<file path="src/rtl/xalulite_ctrl.sv">
// xalulite_ctrl: sequencer for a lightweight ALU datapath.
// A run pulse captures the configuration. The block then waits an optional
// delay and issues cfg_iter elements, each with an element index. It tracks
// the two-stage ALU pipeline so that it can flag valid results, drains the
// pipeline, and pulses done.
// Optional feature: define XALULITE_CTRL_REPEAT_EN to add cfg_repeat/rep.
// With that macro the issue phase runs cfg_repeat+1 back-to-back passes.
module xalulite_ctrl #(
    parameter int CNT_W = 10,
    parameter int FNS_W = 4
) (
    input  logic             clk,
    input  logic             rst_n,
    input  logic             run,
    input  logic             halt,
    input  logic [FNS_W-1:0] cfg_fns,
    input  logic             cfg_self_loop,
    input  logic [CNT_W-1:0] cfg_iter,
    input  logic [CNT_W-1:0] cfg_delay,
`ifdef XALULITE_CTRL_REPEAT_EN
    input  logic [CNT_W-1:0] cfg_repeat,
    output logic [CNT_W-1:0] rep,
`endif
    output logic [FNS_W-1:0] alu_fns,
    output logic             alu_self_loop,
    output logic             alu_en,
    output logic [CNT_W-1:0] idx,
    output logic             out_valid,
    output logic             busy,
    output logic             done
);

    localparam logic [2:0] S_IDLE  = 3'd0;
    localparam logic [2:0] S_DELAY = 3'd1;
    localparam logic [2:0] S_ISSUE = 3'd2;
    localparam logic [2:0] S_DRAIN = 3'd3;
    localparam logic [2:0] S_DONE  = 3'd4;

    logic [2:0]       state;
    logic [2:0]       state_nxt;
    logic [CNT_W-1:0] iter_q;   // captured element count
    logic [CNT_W-1:0] cnt;      // delay / drain down-counter
    logic [1:0]       vpipe;    // valid bits of ALU input and output registers
    logic             accept;
    logic             last_elem;
    logic             last_pass;

`ifdef XALULITE_CTRL_REPEAT_EN
    logic [CNT_W-1:0] repeat_q;
    assign last_pass = (rep == repeat_q);
`else
    assign last_pass = 1'b1;
`endif

    assign accept    = (state == S_IDLE) && run && !halt;
    // ISSUE is only entered with iter_q > 0, so the subtraction never wraps here.
    assign last_elem = (idx == iter_q - CNT_W'(1));

    // Next-state selection; halt overrides every transition.
    always_comb begin
        // NOTE: defaulting every always_comb output first keeps the tool from inferring a latch.
        state_nxt = state;
        case (state)
            S_IDLE: begin
                if (run) begin
                    if (cfg_delay != '0)     state_nxt = S_DELAY;
                    else if (cfg_iter != '0) state_nxt = S_ISSUE;
                    else                     state_nxt = S_DONE;
                end
            end
            S_DELAY: begin
                if (cnt == '0) state_nxt = (iter_q != '0) ? S_ISSUE : S_DONE;
            end
            S_ISSUE: begin
                if (last_elem && last_pass) state_nxt = S_DRAIN;
            end
            S_DRAIN: begin
                if (cnt == '0) state_nxt = S_DONE;
            end
            S_DONE:  state_nxt = S_IDLE;
            default: state_nxt = S_IDLE;
        endcase
        if (halt) state_nxt = S_IDLE;
    end

    // State register.
    always_ff @(posedge clk or negedge rst_n) begin
        // NOTE: sequential state uses non-blocking assignments so all registers update together at the edge.
        if (!rst_n) state <= S_IDLE;
        else        state <= state_nxt;
    end

    // Configuration capture, counters, and element index.
    always_ff @(posedge clk or negedge rst_n) begin
        if (!rst_n) begin
            alu_fns       <= '0;
            alu_self_loop <= 1'b0;
            iter_q        <= '0;
            cnt           <= '0;
            idx           <= '0;
`ifdef XALULITE_CTRL_REPEAT_EN
            repeat_q      <= '0;
            rep           <= '0;
`endif
        end else begin
            case (state)
                S_IDLE: begin
                    if (accept) begin
                        alu_fns       <= cfg_fns;
                        alu_self_loop <= cfg_self_loop;
                        iter_q        <= cfg_iter;
                        cnt           <= cfg_delay - CNT_W'(1);
                        idx           <= '0;
`ifdef XALULITE_CTRL_REPEAT_EN
                        repeat_q      <= cfg_repeat;
                        rep           <= '0;
`endif
                    end
                end
                S_DELAY: begin
                    if (cnt != '0) cnt <= cnt - CNT_W'(1);
                end
                S_ISSUE: begin
                    if (last_elem) begin
                        idx <= '0;
                        if (last_pass) cnt <= CNT_W'(1);   // two DRAIN cycles
`ifdef XALULITE_CTRL_REPEAT_EN
                        else           rep <= rep + CNT_W'(1);
`endif
                    end else begin
                        idx <= idx + CNT_W'(1);
                    end
                end
                S_DRAIN: begin
                    if (cnt != '0) cnt <= cnt - CNT_W'(1);
                end
                default: ;
            endcase
            if (halt) idx <= '0;
        end
    end

    // Track the two pipeline stages behind alu_en; halt discards anything in flight.
    always_ff @(posedge clk or negedge rst_n) begin
        if (!rst_n)    vpipe <= '0;
        else if (halt) vpipe <= '0;
        else           vpipe <= {vpipe[0], alu_en};
    end

    assign alu_en    = (state == S_ISSUE);
    assign out_valid = vpipe[1];
    assign busy      = (state != S_IDLE);
    assign done      = (state == S_DONE);

endmodule

</file>
<file path="config.mk">
export PLATFORM = sky130hd
export DESIGN_NAME = xalulite_ctrl
export DESIGN_NICKNAME = d
export VERILOG_FILES = /design/src/rtl/xalulite_ctrl.sv
export SDC_FILE = /design/constraint.sdc
export NUM_CORES = 1
export LEC_CHECK = 0
export ABC_CLOCK_PERIOD_IN_PS = 4800
export BUFFER_PORTS_ARGS = -buffer_cell sky130_fd_sc_hd__buf_2
export CAP_MARGIN = 20
export CORE_UTILIZATION = 60
export CTS_CLUSTER_SIZE = 24
export DETAILED_ROUTE_END_ITERATION = 16
export GPL_TIMING_DRIVEN = 0
export PLACE_DENSITY = 0.9
export SLEW_MARGIN = 5
export SYNTH_ARGS = -nofsm -noshare
export SYNTH_HDL_FRONTEND = slang
export SYNTH_SLANG_ARGS = --single-unit
</file>
<file path="constraint.sdc">
create_clock -name clk -period 4.8 [get_ports clk]
set_input_delay 0 -clock clk [delete_from_list [all_inputs] [get_ports clk]]
set_output_delay 0 -clock clk [all_outputs]
set_load 0.05 [all_outputs]
</file>
Word level (Yosys, flattened, before mapping):

Index checks and enable logic that the tools add are counted.

* bits in registers: 40
* input bits: 29
* output and inout bits: 19
* logic and storage cells: 59

* add/subtract/negate cells: 4
* equal/unequal tests: 13
* muxes and demuxes: 18
* reductions and logical operators: 17

Operators by type and width (count)
* 10-bit two-way mux: 6
* 10-bit nonzero test: 4
* 10-bit case mux with 3 select lines: 1
* 10-bit by 1-bit subtractor with 10-bit output (second input constant): 3
* 3-bit two-way mux: 8
* 10-bit case mux with 2 select lines: 1
* 3-bit inequality test (second input constant): 4
* 3-bit case mux with 4 select lines: 1
* 10-bit by 1-bit adder with 10-bit output (second input constant): 1
* 10-bit equality test: 1
* 10-bit zero test: 1
* 3-bit nonzero test: 3
* 4-bit AND reduction: 2
* 3-bit by 2-bit equality test with 1-bit output (second input constant): 2
* 2-bit by 1-bit inequality test with 1-bit output (second input constant): 2
* 2-bit AND reduction: 2
* 3-bit by 1-bit equality test with 1-bit output (second input constant): 1
* 3-bit equality test (second input constant): 1
* 3-bit zero test: 1
* 3-bit by 2-bit inequality test with 1-bit output (second input constant): 1
* 1-bit logical AND: 2
* 2-bit two-way mux: 1
* 2-bit inequality test (second input constant): 1
* 2-bit OR reduction: 1
* 1-bit zero test: 1

Depth between registers and ports, before layout:

Gate-level depths: netlist of the first run.

* word-level depth: 6
* mapped depth: 10

Least setup slack after synthesis of the first run:

Ideal clock, no wire load.

* path type: register -> register
* start point: register iter_q[2]
* end point: register cnt[9]
* library setup time: 135 ps
* arrival time: 2543 ps
* slack: 2122 ps
* cell stages (with the launch flop): 8
* cell sequence: dfrtp_1 or4_1 clkbuf_2 or4b_1 a222oi_1 o211ai_2 a21oi_4 o22ai_1

* word-level cells in the longest chain between the ends: 4

RTL lines
* start, declared: RTL line 41 `logic [CNT_W-1:0] iter_q;`
* start signal, assigned: RTL line 111 `iter_q <= cfg_iter;`
* 10-bit by 1-bit subtractor with 10-bit output: RTL line 57 `assign last_elem = (idx == iter_q - CNT_W'(1));`
* 10-bit equality test: RTL line 57
* 2-bit by 1-bit inequality test with 1-bit output (no source line)
* 4-bit AND reduction (no source line)
* end signal, assigned: RTL line 112 `cnt <= cfg_delay - CNT_W'(1);`
* end signal, assigned: RTL line 121 `if (cnt != '0) cnt <= cnt - CNT_W'(1);`
* end signal, assigned: RTL line 135 `if (cnt != '0) cnt <= cnt - CNT_W'(1);`
* end, declared: RTL line 42 `logic [CNT_W-1:0] cnt;`

No other way between the ends.
A chain may end at the register's enable or synchronous reset.

Worst setup path in the final report of the first run:

* start point: register iter_q[2]
* end point: register idx[2]

* word-level cells in the longest chain between the ends: 5

RTL lines
* 10-bit by 1-bit subtractor with 10-bit output: RTL line 57
* 10-bit equality test: RTL line 57
* 10-bit two-way mux: RTL line 124 `if (last_elem) begin`
* 10-bit case mux with 2 select lines: RTL line 106 `case (state)`
* 10-bit two-way mux: RTL line 139 `if (halt) idx <= '0;`
* end signal, assigned: RTL line 131 `idx <= idx + CNT_W'(1);`
* end, declared: RTL line 27 `output logic [CNT_W-1:0] idx,`

No other way between the ends.

==> results.py, run 1 <==
metrics = {
    "cells_and_area": {
        "layout-area-overhead-vs-synth_pct": 24.9,
        "finalNetCount": 373,
        "final_cells": 391,
        "postLayoutCellArea_um2": 3140,
        "drive_above_1_share": 0.240,
        "antenna_cells": 0,
    },
    "cts": {
        "cts_tree": "built",
        "cts-resized-gates": 0,
        "hold_buffers": 17,
        "clkLatencyLatePin_ns": 0.30,
        "htreeDepth": 2,
        "cts-root-buf": "clkbuf_8",
        "cts_setup_buffers": 0,
        "cts_max_path_buffers": 2,
        "clkTransAtPathRegs_ns": 0.09,
        "cts.sinks": 40,
        "cts_buffers": 5,
    },
    "placement": {
        "pre_cts_ws_ns": 1.80,
        "routabilityCongestion": 0.904,
        "dp_cells": 366,
        "post-dp-hpwl_mm": 4.30,
        "place_area_um2": 2810,
        "port_buffers": 47,
    },
    "timing": {
        "rsz0062_at_grt": "false",
        "finalHoldViolations": 0,
        "fin_tns_setup_ns": 0,
        "timing.fmax_mhz": 324,
        "fin_ws_ns": 1.71,
        "period_share": 0.643,
        "slew_headroom": 0.396,
        "worst_slew_pin_slew_ns": 0.906,
        "finalMaxSlewViolations": 0,
        "finalSetupViolCount": 0,
        "fin_crit_ns": 3.09,
        "finalClockSkew_ns": 0.0110,
    },
    "critical_path": {
        "crit_chain": "or4_1 > clkbuf_2 > or4b_1 > a222oi_1 > o211ai_2 > nand2_1 > o311ai_0",
        "critPathMaxFanout": 9,
        "slowest_stage": "or4_1",
        "startpoint_type": "register",
        "worst-setup-path-type": "reg2reg",
        "path_buf_inv": 1,
        "end_kind": "register",
        "slowest_delay_ns": 0.56,
        "arrival_ns": 3.24,
        "cp.required_ns": 4.95,
        "crit_family": "simple AND/OR/NAND/NOR gates",
    },
    "power": {
        "leakage_nw": 1.38,
        "p_clk_frac": 0.293,
        "seqPwrFrac": 0.374,
        "power_frac_comb": 0.333,
        "power.share.switching": 0.347,
        "power_mw": 1.31,
        "p_per_area_nw_per_um2": 418,
        "switching_power_uw": 456,
        "internal_power_uw": 858,
        "peakVddDrop_mv": 0.317,
    },
    "grt": {
        "grt_max_degree": 41,
        "grt_pass1_vias": 2230,
        "track_usage": 0.320,
        "overflow": 0,
        "antenna_found_initial": 0,
        "grt_pass1_wl_mm": 10.5,
    },
    "run": {
        "drv_cap": 0,
    },
    "yosys": {
        "yosys-top-cells-count": "dfrtp_1 (40), nor2_1 (25), xnor2_1 (18)",
        "ys_warn_count": 0,
        "synth_edf_count": 0,
        "ys_ff_latch": 40,
        "yosysSeqAreaShare": 0.398,
        "post_synth_num_cell_types": 54,
        "post-synth-top-count-cell": "dfrtp_1",
        "synth_nets": 302,
        "synth.area.top_cells": "dfrtp_1 (40%), mux2_2 (7.2%), xnor2_1 (6.3%), nor2_1 (3.7%), mux2i_1 (3.2%)",
        "netlist_area_um2": 2510,
        "syn-instance-count": 269,
        "synthFlopType": "dfrtp_1",
        "synth_top_area_share": 0.398,
        "synthArstFlopShare": 1.00,
        "avgSynthCellArea_um2": 9.35,
        "yosys.area.top_type": "dfrtp_1",
    },
    "detailed_routing": {
        "via_count": 2378,
        "via_per_inst": 6.08,
        "wl_per_cell_um": 16.5,
        "remaining_drc_errors": 0,
        "drt_iter0_markers": 215,
        "ant_nets": 0,
        "firstDrtPassIters": 5,
        "wl_mm": 6.46,
    },
    "hold_path": {
        "hold_class": "in2reg",
    },
    "die": {
        "start_util": 0.629,
        "core_um2": 4000,
        "rows": 23,
        "die_x_um": 66.7,
        "die_h_um": 66.7,
        "die_area_um2": 4450,
        "design.portCount": 48,
    },
    "outcome": {
        "status": "completed",
    },
}
-- cell families after synthesis --
| kind of cell | count (synthesis) | synth area share |
|---|---|---|
| flip-flops | 40 | 0.398 |
| buffers and inverters | 26 | 0.0398 |
| AO/OA/AOI/OAI | 51 | 0.146 |
| AND/OR/NAND/NOR | 101 | 0.212 |
| adder cells (fa/ha/maj) | 4 | 0.0199 |
| XOR/XNOR | 23 | 0.0801 |
| multiplexers | 24 | 0.103 |
-- layer usage --
layer	share of wire	global-route usage	vias up
met5	0	0	-
met4	0.024	0.114	0
met1	0.42	0.399	1132
li1	-	-	1119
met3	0.061	0.0668	18
met2	0.49	0.539	109
-- sequential cells by signal, summed over array words and instances, names as in the netlist --
name           flops
alu_fns            4
alu_self_loop      1
cnt               10
idx               10
iter_q            10
state              3
vpipe              2
-- layout by cell type, fill, tap and decap left out, drive strengths merged, types with 3 or more instances in the layout --
cell type and count:
mux2 16, o22ai 8, o211ai 4, nor2 25, nand4 4, bufinv 3, nand2 16, ha 4
inv 17, dlygate4sd3 17, buf 50, mux2i 8, nand3 9, dfrtp 40, or3 5, xnor2 18
nand3b 3, nor4 8, nor2b 4, o21ai 6, clkbuf 11, xor2 5, nand4b 4, a21oi 12
nor3 10
-- power groups by stage --
stage	Sequential [mW]	Clock, mW	Combinational (mW)
after floorplan	0.510	0	0.287
after global placement	0.483	0	0.403
after detailed placement	0.489	0	0.417
after CTS	0.486	0.385	0.430
after global routing	0.500	0.402	0.474
final	0.491	0.385	0.438
-- path summary, 6_finish.rpt --
| kind | start | to | slack (ns) | cells past startpoint |
|---|---|---|---|---|
| worst max-delay path | iter_q[2]$_DFFE_PN0P_ | idx[2]$_DFFE_PN0P_ | 1.71 | 7 |
| worst min-delay path | run | state[1]$_DFFE_PN0P_ | 0.12 | 3 |
| worst max register to register | iter_q[2]$_DFFE_PN0P_ | idx[2]$_DFFE_PN0P_ | 1.71 | 7 |
| worst min register to register | vpipe[0]$_DFF_PN0_ | vpipe[1]$_DFF_PN0_ | 0.47 | 1 |
| max in group asynchronous | rst_n | alu_fns[0]$_DFFE_PN0P_ | 3.87 | 2 |
| min in group asynchronous | rst_n | idx[6]$_DFFE_PN0P_ | 0.37 | 2 |
-- through the flow --
step,utilization,hold WS [ns]
global route,0.785,0.122
global placement,0.703,0.178
detailed placement,0.703,0.183
finish,0.785,0.122
floorplan,-,-0.296
CTS,0.785,0.0675
-- area by class of cell --
class / count / area [µm²]
clock inverter: 3 / 90.1
inverter: 17 / 63.8
timing repair buffer: 64 / 405
tap: 50 / 62.6
clock buffer: 5 / 68.8
sequential: 40 / 1000
multi-input combinational: 203 / 1410
fill: 263 / 858
buffer: 9 / 36.3
-- tightest hold or removal path, cell delays in order --
cell and delay (ns):
buf_2 0.13, nand4b_1 0.12, a21boi_0 0.12
Power figures use the tool's default switching activity.
==> run 2: changes to the inputs <==
- ABC_CLOCK_PERIOD_IN_PS: 4800 -> 2940
- CORE_UTILIZATION: 60 -> 55
- PLACE_DENSITY: 0.9 -> 0.83
- clock period: 4.8 -> 2.94 ns (I/O delays scaled with it)
==> results.py, run 2 (same netlist as run 1, synthesis figures left out) <==
metrics = {
    "detailed_routing": {
        "via_count": 2428,
        "ant_nets": 0,
        "via_per_inst": 6.05,
        "drt_iter0_markers": 254,
        "remaining_drc_errors": 0,
        "firstDrtPassIters": 5,
        "wl_mm": 6.57,
        "wl_per_cell_um": 16.4,
    },
    "critical_path": {
        "end_kind": "register",
        "cp.required_ns": 3.10,
        "startpoint_type": "register",
        "critPathMaxFanout": 5,
        "arrival_ns": 3.10,
        "crit_chain": "or4_4 > buf_6 > or4b_1 > a222oi_1 > o211ai_2 > a21oi_4 > clkbuf_16 > o22ai_2",
        "crit_family": "simple AND/OR/NAND/NOR gates",
        "path_buf_inv": 2,
        "slowest_delay_ns": 0.53,
        "slowest_stage": "or4_4",
        "worst-setup-path-type": "reg2reg",
    },
    "timing": {
        "rsz0062_at_grt": "true",
        "finalHoldViolations": 0,
        "timing.fmax_mhz": 341,
        "finalSetupViolCount": 0,
        "fin_ws_ns": 0.00471,
        "finalClockSkew_ns": 0.00771,
        "holdWs_ns": 0.0389,
        "slew_headroom": 0.404,
        "worst_slew_pin_slew_ns": 0.894,
        "period_share": 0.998,
        "fin_crit_ns": 2.94,
        "finalMaxSlewViolations": 0,
    },
    "cells_and_area": {
        "layout-area-overhead-vs-synth_pct": 28.4,
        "postLayoutCellArea_um2": 3230,
        "finalNetCount": 381,
        "multiInputGateArea_um2": 1450,
        "mostFrequentLayoutCells": "buf_2 (48), dfrtp_1 (38), nor2_1 (25)",
        "nFillCells": 302,
        "final_common_cell": "buf_2",
        "top_regs": "cnt (10), idx (10), iter_q (10)",
        "drive_above_1_share": 0.284,
        "ff_latch_area_um2": 1000,
        "antenna_cells": 0,
    },
    "die": {
        "start_util": 0.574,
        "die_area_um2": 4850,
        "design.portCount": 48,
        "die_h_um": 69.6,
        "die_x_um": 69.6,
        "rows": 24,
        "core_um2": 4380,
    },
    "grt": {
        "grt_pass1_wl_mm": 10.5,
        "grt_max_degree": 41,
        "track_usage": 0.271,
        "overflow": 0,
        "grt_pass1_vias": 2280,
        "antenna_found_initial": 0,
    },
    "power": {
        "leakage_nw": 1.42,
        "peakVddDrop_mv": 0.380,
        "p_per_area_nw_per_um2": 634,
    },
    "cts": {
        "htreeDepth": 2,
        "clkTransAtPathRegs_ns": 0.08,
        "cts.sinks": 40,
        "clkLatencyLatePin_ns": 0.30,
        "cts_buffers": 5,
        "cts-root-buf": "clkbuf_8",
        "cts_tree": "built",
        "cts_max_path_buffers": 2,
    },
    "placement": {
        "post-dp-hpwl_mm": 4.16,
        "pre_cts_ws_ns": -0.0450,
        "place_area_um2": 2820,
        "port_buffers": 47,
        "routabilityCongestion": 0.882,
    },
    "run": {
        "drv_cap": 0,
    },
    "hold_path": {
        "hold_class": "in2reg",
    },
    "outcome": {
        "status": "completed",
    },
}
[run 2: cell types whose count changed in the layout (fill, tap and decap cells not counted), sizes merged]
cell,change
clkinv,+1
bufinv,-2
clkinvlp,+1
buf,+7
clkbuf,+1
[run 2: layout make-up]
cell class / count / area share
clock buffer: 5 / 0.0213
sequential: 40 / 0.311
multi-input combinational: 203 / 0.448
timing repair buffer: 72 / 0.153
inverter: 17 / 0.0198
clock inverter: 3 / 0.0132
tap: 52 / 0.0202
buffer: 9 / 0.0136
[run 2: final timing paths]
| kind | from | endpoint | slack, ns | depth (start not counted) |
|---|---|---|---|---|
| setup / recovery | iter_q[3]$_DFFE_PN0P_ | cnt[5]$_DFFE_PN0P_ | 0.005 | 8 |
| hold / removal | run | state[1]$_DFFE_PN0P_ | 0.04 | 3 |
| setup reg to reg | iter_q[3]$_DFFE_PN0P_ | cnt[5]$_DFFE_PN0P_ | 0.005 | 8 |
| hold reg to reg | vpipe[0]$_DFF_PN0_ | vpipe[1]$_DFF_PN0_ | 0.46 | 1 |
| max in group asynchronous | rst_n | iter_q[3]$_DFFE_PN0P_ | 1.96 | 2 |
| min in group asynchronous | rst_n | idx[5]$_DFFE_PN0P_ | 0.36 | 2 |
[run 2: report_power, final]
group,switching (mW),total (mW),internal (mW)
Combinational,0.432,0.790,0.358
Sequential,0.127,0.797,0.669
Clock,0.209,0.460,0.251
Total,0.768,2.05,1.28
[run 2: per-stage QoR]
stage / total power [mW] / utilization / TNS (ns) / cells
after floorplan: 1.30 / - / 0 / 269
after global placement: 1.45 / 0.642 / -0.157 / 368
after detailed placement: 1.48 / 0.642 / -0.297 / 368
after CTS: 1.97 / 0.711 / 0 / 394
after global routing: 2.15 / 0.736 / -0.561 / 401
final: 2.05 / 0.736 / 0 / 401
[run 2: metal layers]
metal  vias to the layer above  GRT usage  routed length (µm)
met5                         -          0                   0
met4                         0     0.0933                 114
met3                        14     0.0465                 433
met2                       101      0.460                3280
met1                      1177      0.350                2740
li1                       1136          -                   -
[run 2: repair_timing]
| item | CTS | global route |
|---|---|---|
| endpoints found under the hold margin | 56 | 0 |
| gates resized for setup | 1 | 12 |
| pin swaps | 1 | 6 |
| cloned | 0 | 1 |
| hold buffers | 17 | 0 |
| buffers inserted | 1 | 6 |
| endpoints found under the setup margin | 14 | 19 |
[run 2: tightest hold or removal path, cell delays in order]
cell	delay [ns]
buf_2	0.13
nand4b_1	0.09
a21boi_0	0.07
==> run 3: changes to the inputs <==
==> constraint.sdc (replaced) <==
create_clock -name clk -period 2.94 [get_ports clk]
set_input_delay 0.588 -clock clk [delete_from_list [all_inputs] [get_ports clk]]
set_output_delay 0.588 -clock clk [all_outputs]
set_load 0.05 [all_outputs]
==> results.py, run 3 (same netlist as run 1, synthesis figures left out) <==
metrics = {
    "outcome": {
        "status": "completed",
    },
    "timing": {
        "fin_tns_setup_ns": 0,
        "fin_crit_ns": 2.91,
        "rsz0062_at_grt": "true",
        "timing.fmax_mhz": 344,
        "slew_headroom": 0.396,
        "fin_ws_ns": 0.0294,
        "holdWs_ns": 0.420,
        "finalHoldViolations": 0,
        "finalSetupViolCount": 0,
        "period_share": 0.990,
        "finalClockSkew_ns": 0.00463,
        "finalMaxSlewViolations": 0,
        "worst_slew_pin_slew_ns": 0.905,
    },
    "detailed_routing": {
        "via_count": 2282,
        "dr_wl_met3_um": 293,
        "ant_nets": 0,
        "wl_met2_mm": 2.97,
        "firstDrtPassIters": 4,
        "wl_mm": 6.04,
        "wl_met1_mm": 2.66,
        "drt_iter0_markers": 222,
        "via_per_inst": 5.94,
        "wl_per_cell_um": 15.7,
        "highest_layer": "met4",
        "remaining_drc_errors": 0,
    },
    "hold_path": {
        "hold_class": "in2async",
    },
    "critical_path": {
        "worst-setup-path-type": "reg2reg",
        "arrival_ns": 3.07,
        "regToRegEndpoint": "cnt[5]$_DFFE_PN0P_",
        "r2r-start": "iter_q[3]$_DFFE_PN0P_",
        "crit_chain": "or4_4 > buf_6 > or4b_1 > a222oi_1 > o211ai_2 > a21oi_4 > clkbuf_16 > o22ai_2",
        "slowest_delay_ns": 0.53,
        "crit_family": "simple AND/OR/NAND/NOR gates",
        "startpoint_type": "register",
        "end_kind": "register",
        "reg2reg_slack_ns": 0.03,
        "critPathMaxFanout": 5,
        "path_buf_inv": 2,
        "cp.required_ns": 3.10,
        "rr_worst_depth": 8,
        "slowest_stage": "or4_4",
    },
    "die": {
        "die_h_um": 69.6,
        "core_um2": 4380,
        "start_util": 0.574,
        "die_x_um": 69.6,
        "design.portCount": 48,
        "die_area_um2": 4850,
        "rows": 24,
    },
    "placement": {
        "place_area_um2": 2820,
        "pre_cts_ws_ns": -0.0450,
        "port_buffers": 47,
        "dp_cells": 368,
        "routabilityCongestion": 0.882,
        "post-dp-hpwl_mm": 4.16,
    },
    "grt": {
        "grt_max_degree": 41,
        "grt_pass1_vias": 2137,
        "overflow": 0,
        "grt_pass1_wl_mm": 9.92,
        "track_usage": 0.256,
        "antenna_found_initial": 0,
    },
    "cells_and_area": {
        "postLayoutCellArea_um2": 3060,
        "layout-area-overhead-vs-synth_pct": 21.6,
        "final_util": 0.697,
        "top_regs": "cnt (10), idx (10), iter_q (10)",
        "drive_above_1_share": 0.298,
        "final_cells": 384,
        "mostFrequentLayoutCells": "buf_2 (48), dfrtp_1 (38), nor2_1 (25)",
        "finalNetCount": 364,
        "final_common_cell": "buf_2",
        "antenna_cells": 0,
    },
    "cts": {
        "cts_tree": "built",
        "clkTransAtPathRegs_ns": 0.08,
        "cts.sinks": 40,
        "cts_buffers": 5,
        "cts_max_path_buffers": 2,
        "clkLatencyLatePin_ns": 0.29,
        "hold_buffers": 0,
        "htreeDepth": 2,
        "cts-root-buf": "clkbuf_8",
    },
    "run": {
        "drv_cap": 0,
    },
    "power": {
        "leakage_nw": 1.35,
        "peakVddDrop_mv": 0.369,
        "power_mw": 2.01,
        "p_per_area_nw_per_um2": 656,
    },
}
## run 3: cell count changes in the layout (fill, tap and decap cells not counted)
cell           delta
dlygate4sd3_1    -17
## run 3: cell type report
class / count / area [µm²]
plain buffers: 9 / 43.8
clock buffers: 5 / 68.8
clock inverters: 3 / 42.5
fillers: 332 / 1330
inverters: 17 / 63.8
multi-input cells: 203 / 1450
flip-flops and latches: 40 / 1000
well taps: 52 / 65.1
repair buffers: 55 / 325
## run 3: worst reg2reg max path: cells and delay by family (launching register included)
kind / cells / cell delay [ns]
and+or+nand+nor: 2 / 1.03
AOI/OAI and AO/OA: 4 / 0.96
buffers and inverters: 2 / 0.33
DFF: 1 / 0.45
## run 3: worst max-delay path by stage
| stage | start | to | slack (ns) | cells after the start |
|---|---|---|---|---|
| 6_report | iter_q[3]$_DFFE_PN0P_ | cnt[5]$_DFFE_PN0P_ | 0.03 | 8 |
| 5_1_grt | iter_q[3]$_DFFE_PN0P_ | cnt[5]$_DFFE_PN0P_ | -0.07 | 8 |
| 4_1_cts | iter_q[2]$_DFFE_PN0P_ | cnt[4]$_DFFE_PN0P_ | 0.02 | 8 |
| 3_5_place_dp | iter_q[2]$_DFFE_PN0P_ | cnt[1]$_DFFE_PN0P_ | -0.04 | 7 |
| 3_3_place_gp | iter_q[2]$_DFFE_PN0P_ | cnt[9]$_DFFE_PN0P_ | -0.03 | 7 |
| 2_1_floorplan | iter_q[2]$_DFFE_PN0P_ | cnt[9]$_DFFE_PN0P_ | 0.26 | 7 |
## run 3: report_power, final
group          internal, mW  switching, mW
Sequential            0.669          0.124
Combinational         0.343          0.418
Clock                 0.251          0.201
Total                  1.26          0.743
## run 3: layer usage
layer / global-route usage / up-vias
met5: 0 / -
met4: 0.0800 / 0
met3: 0.0407 / 14
met2: 0.428 / 71
met1: 0.341 / 1096
li1: - / 1101
## run 3: repair_timing
item | 4_1_cts | 5_1_grt
setup endpoints to repair | 14 | 19
pin swaps | 1 | 6
gates resized for setup | 1 | 12
cloned | 0 | 1
buffers inserted | 1 | 6
